[src/rtl/lsm_sequencer.sv]
// lsm_sequencer: load/store-multiple register-list sequencer.
// Holds the LDM/STM register list, presents the lowest pending register,
// retires registers lowest-first, and derives start / write-back offsets
// from the latched P/U bits.
// Optional build macro: LSM_EMPTY_R15_EN -- an empty list loads R15 only
// with a count of 16 (ARMv4 empty-list behaviour).
module lsm_sequencer #(
    parameter int unsigned LIST_W = 16,
    parameter int unsigned OFS_W  = 32
) (
    input  logic             CLK,
    input  logic             CLR_N,
    input  logic [31:0]      IR,
    input  logic             LSM_EN,
    input  logic [2:0]       LSM_IN,
    output logic             LSM_DETECT,
    output logic             LSM_END,
    output logic [3:0]       REG_NUM,
    output logic [4:0]       COUNT,
    output logic [OFS_W-1:0] START_OFS,
    output logic [OFS_W-1:0] WB_OFS
);

    localparam int unsigned CNT_W = 5;

    localparam logic [2:0] CMD_LOAD  = 3'd1;
    localparam logic [2:0] CMD_NEXT  = 3'd2;
    localparam logic [2:0] CMD_CLEAR = 3'd3;

    logic [LIST_W-1:0] pending_q, pending_d;
    logic [CNT_W-1:0]  count_q, count_d;
    logic              p_q, p_d;
    logic              u_q, u_d;

    logic [LIST_W-1:0] ir_list;
    logic [CNT_W-1:0]  ir_list_cnt;
    logic [LIST_W-1:0] pending_drop;
    logic [OFS_W-1:0]  ofs_4n;
    logic [OFS_W-1:0]  ofs_four;
    logic              unused_ir;

    assign ir_list   = IR[LIST_W-1:0];
    assign unused_ir = ^{IR[31:25], IR[22:LIST_W]};

    // Pending list with its lowest set bit retired (zero stays zero)
    assign pending_drop = pending_q & (pending_q - LIST_W'(1));

    // Population count of the incoming register list
    always_comb begin
        ir_list_cnt = '0;
        for (int i = 0; i < int'(LIST_W); i++) begin
            ir_list_cnt = ir_list_cnt + CNT_W'(ir_list[i]);
        end
    end

    // Command decode: LOAD / NEXT / CLEAR, everything else holds
    always_comb begin
        pending_d = pending_q;
        count_d   = count_q;
        p_d       = p_q;
        u_d       = u_q;
        if (LSM_EN) begin
            case (LSM_IN)
                CMD_LOAD: begin
                    pending_d = ir_list;
                    count_d   = ir_list_cnt;
                    p_d       = IR[24];
                    u_d       = IR[23];
`ifdef LSM_EMPTY_R15_EN
                    if (ir_list == '0) begin
                        pending_d = LIST_W'(1) << (LIST_W - 1);
                        count_d   = CNT_W'(LIST_W);
                    end
`endif
                end
                CMD_NEXT:  pending_d = pending_drop;
                CMD_CLEAR: pending_d = '0;
                default:   ;
            endcase
        end
    end

    // Sequencer state register
    always_ff @(posedge CLK or negedge CLR_N) begin
        if (!CLR_N) begin
            pending_q <= '0;
            count_q   <= '0;
            p_q       <= 1'b0;
            u_q       <= 1'b0;
        end else begin
            pending_q <= pending_d;
            count_q   <= count_d;
            p_q       <= p_d;
            u_q       <= u_d;
        end
    end

    assign LSM_DETECT = |pending_q;
    assign LSM_END    = LSM_DETECT && !(|pending_drop);
    assign COUNT      = count_q;

    // Index of the lowest pending register (0 when nothing pending)
    always_comb begin
        REG_NUM = '0;
        for (int i = int'(LIST_W) - 1; i >= 0; i--) begin
            if (pending_q[i]) begin
                REG_NUM = 4'(i);
            end
        end
    end

    assign ofs_4n   = OFS_W'(count_q) << 2;
    assign ofs_four = OFS_W'(4);

    // Address offsets per addressing mode; an empty transfer moves nothing
    always_comb begin
        START_OFS = '0;
        WB_OFS    = '0;
        if (count_q != '0) begin
            case ({p_q, u_q})
                2'b01: begin START_OFS = '0;                WB_OFS = ofs_4n;      end
                2'b11: begin START_OFS = ofs_four;          WB_OFS = ofs_4n;      end
                2'b00: begin START_OFS = ofs_four - ofs_4n; WB_OFS = '0 - ofs_4n; end
                default: begin START_OFS = '0 - ofs_4n;     WB_OFS = '0 - ofs_4n; end
            endcase
        end
    end

endmodule

[config.mk]
export PLATFORM = sky130hd
export DESIGN_NAME = lsm_sequencer
export DESIGN_NICKNAME = d
export VERILOG_FILES = /design/src/rtl/lsm_sequencer.sv
export SDC_FILE = /design/constraint.sdc
export NUM_CORES = 1
export LEC_CHECK = 0
export BUFFER_PORTS_ARGS = -buffer_cell sky130_fd_sc_hd__buf_2
export CAP_MARGIN = 5
export CORE_UTILIZATION = 48
export DETAILED_ROUTE_END_ITERATION = 7
export HOLD_SLACK_MARGIN = 0.1
export PLACE_DENSITY_LB_ADDON = 0.25
export SETUP_SLACK_MARGIN = 0.4
export SLEW_MARGIN = 10
export SYNTH_ARGS = -nofsm -noshare
export SYNTH_HDL_FRONTEND = slang
export SYNTH_SLANG_ARGS = --single-unit
[constraint.sdc]
create_clock -name CLK -period 3.7 [get_ports CLK]
set_input_delay 0 -clock CLK [delete_from_list [all_inputs] [get_ports CLK]]
set_output_delay 0 -clock CLK [all_outputs]
set_load 0.02 [all_outputs]
==> summary.txt <==
Worst setup path
  – Critical-path cell list: dlygate4sd3_1, buf_2, inv_1, fa_1, fa_1, fa_1, inv_1, ha_1, inv_1, fa_1, nor2b_1, o211ai_1, o21ai_0
  – Reg2reg start: pending_q[2]
  – Crit path max fanout: 2
  – R2R Setup Slk: 1740 ps
  – CP startpoint: IR[10]
  – R2r worst-path depth: 5
  – Crit path largest cell delay: 590 ps
  – Critical Path Sink: COUNT[4]
  – CP arrival: 3180 ps
  – Crit. End Element: flip-flop
  – RR Endpoint: pending_q[11]
  – Slowest CP cell: fa_1
  – Cell with the most instances on the worst path: fa_1
  – Startpoint types: input pin
  – Worst path required time: 3880 ps
  – Critical path class: in2reg

Timing
  – Max-slew headroom: 54.7%
  – Max-slew violations: 0
  – Final Hold Viols: 0
  – Max Freq: 334 MHz
  – RSZ-0062 raised after global routing: no
  – Worst setup margin: 702 ps
  – Final TNS setup: 0 ps
  – Final Setup Violations: 0
  – Least-Margin Pin Slew: 674 ps
  – Final Critical Period: 3000 ps
  – Clk_skew: 3.94 ps
  – Fin crit share: 81.0%

Synthesis
  – #FFs+latches synth: 23
  – Sequential fraction of the synthesis area: 23.8%
  – Gate Count Post-Synth: 299
  – Post-synth design cell area: 2420 um^2
  – Synth unique cells: 51
  – EDFF count, synth: 0
  – Syn_area_per_cell: 8.10 um^2
  – Async S/R FF share, synth: 100%
  – YS warnings: 0
  – Post-synth top flop: dfrtp_1

Place
  – Gp weighted congestion: 0.832
  – Post-place setup slack: 467 ps
  – # port buffers: 94
  – Dpl cell area: 2550 um^2
  – Hpwl dp: 4010 um

Floorplan
  – I/O pins: 113
  – Die area: 5330 um^2
  – CORE AREA: 4790 um^2
  – Initial Util: 50.6%
  – Die Wd: 73.0 um
  – # rows: 25
  – Die height: 73.0 um

Global route
  – GRT overflow: 0
  – First-pass GRT wire length: 8860 um
  – Vias in the first global route: 1,914
  – GRT Total Usage: 21.6%
  – Largest net degree at the start of global routing: 27
  – Initial antenna violation count: 0

Clocking
  – CTS H-Tree Depth: 1
  – Clk slew on worst S/H paths: 80 ps
  – Clk_lat worst skew: 270 ps
  – CTS sink cnt: 23
  – Cts bufs inserted: 3
  – Post-CTS Resized: 0
  – CTS root buf: clkbuf_8
  – CTS tree: built
  – Max Buffers Root-to-Sink: 2

Pwr
  – Sw Pwr: 1.48 mW
  – Power Density: 911 nW/um^2
  – Worst VDD drop: 0.742 mV
  – Clk pwr share: 6.3%
  – Final Total Pwr: 2.54 mW
  – Comb pwr share: 78.0%
  – Int Pwr: 1.06 mW
  – Reg power frac: 15.7%
  – Lkg Pwr: 1.43 nW
  – Switching part of the total: 58.2%

Layout
  – Fin nets: 414
  – Final core utilization: 58.1%
  – Final Cell Area: 2780 um^2
  – Layout cell share with drive strength beyond 1: 31.1%
  – Area growth syn-to-layout: 14.9%
  – N_diodes: 0

Routing
  – DRT iter0 DRCs: 139
  – First drt pass iteration count: 4
  – Drt wl/cell: 12.6 um
  – Vias per inst: 5.01
  – Routed WL: 5350 um
  – DRC errors left: 0
  – Vias: 2,126
  – Routed Antenna Nets: 0

Job
  – Total of max-cap violations: 0

Worst hold path
  – Worst hold path type: in2reg

Status
  – Status: completed
[power by group through the flow]
stage	Combinational, mW	Clock [mW]	Sequential (mW)
final	1.98	0.159	0.398
after global routing	2.16	0.177	0.410
after CTS	1.99	0.162	0.396
after detailed placement	1.98	0	0.400
after global placement	1.95	0	0.398
after floorplan	1.92	0	0.389
[critical path: cells and delay by family]
kind	cells	cell delay [ps]
buffers and inverters	5	810
AOI/OAI and AO/OA	2	200
adders and majority gates	5	2010
and+or+nand+nor	1	140
[through the flow]
stage	hold slack, ps	cells
2_1_floorplan	-296	302
3_3_place_gp	0.443	401
3_5_place_dp	3.43	401
4_1_cts	113	424
5_1_grt	154	424
6_report	109	424
[synthesized netlist by cell type (2+ instances only)]
master	count	area share [%]
or3_1	5	1.3
a21oi_1	17	3.5
nor2b_1	3	0.77
o21ai_1	3	0.62
nor2_1	18	2.8
nor4_2	3	1.5
or3_2	2	0.62
nand2_1	16	2.5
fa_1	10	8.3
nor3_1	7	1.4
xnor2_1	4	1.4
mux2i_1	4	1.7
ha_1	8	4.1
nand2b_1	3	0.77
o21ai_0	38	7.9
nand3_1	2	0.41
buf_4	53	16
o31ai_1	2	0.62
nand3b_1	2	0.62
a211oi_1	2	0.62
clkbuf_1	7	1.1
a22o_1	3	1.1
a31oi_1	2	0.52
dfrtp_1	23	24
a21o_1	3	0.93
inv_1	34	5.3
[state kept, by name, summed over array words and instances, names as in the netlist]
name       cells
COUNT          5
pending_q     16
u_q            1
p_q            1
[how the worst min path moves through the flow]
| stage | startpoint | to | slack (ps) | depth (start not counted) |
|---|---|---|---|---|
| after floorplan | CLR_N | COUNT[0] | -300 | 0 |
| after global placement | CLR_N | pending_q[10] | 0.4 | 1 |
| after detailed placement | CLR_N | pending_q[11] | 3 | 1 |
| after CTS | LSM_IN[1] | pending_q[0] | 110 | 4 |
| after global routing | LSM_IN[2] | pending_q[0] | 150 | 4 |
| final | LSM_IN[1] | pending_q[0] | 110 | 4 |
[layout make-up]
class	instances	area (um^2)
clock buffers	4	45.0
fillers	473	2000
inverters	34	128
multi-input cells	182	1280
flip-flops and latches	23	576
well taps	67	83.8
repair buffers	114	668
[layer usage]
layer,GRT usage (%),wire [um],vias up
li1,-,-,1066
met1,29.8,2540,985
met2,36.0,2470,71
met3,3.45,313,4
met4,3.92,34,0
met5,0,0,-
[cell families after synthesis]
kind of cell             Yosys count  share of synthesized area, %
buffers and inverters             97                          24.0
XOR/XNOR                           5                          1.81
AO/OA/AOI/OAI                     79                          19.4
multiplexers                       4                          1.65
flip-flops                        23                          23.8
other                              1                         0.155
adder cells (fa/ha/maj)           19                          12.8
AND/OR/NAND/NOR                   71                          16.5
[what timing repair did]
item	in CTS	in global routing
setup buffers	0	0
endpoints found under the hold margin	41	0
hold buffers	19	0
[placed cells by master, fill, tap and decap left out, types with 3 or more instances in the layout]
cell           count
dfrtp_1           23
a21oi_1           17
xnor2_1            4
nand2b_1           3
nand2_1           16
nor3_1             7
mux2i_1            4
nor4_2             3
dlygate4sd3_1     19
a21o_1             3
a22o_1             3
buf_2             94
fa_1              10
clkbuf_8           3
o21ai_0           38
conb_1             4
ha_1               8
nor2b_1            3
or3_1              5
o21ai_1            3
nor2_1            18
inv_1             34
Power figures use the tool's default switching activity.
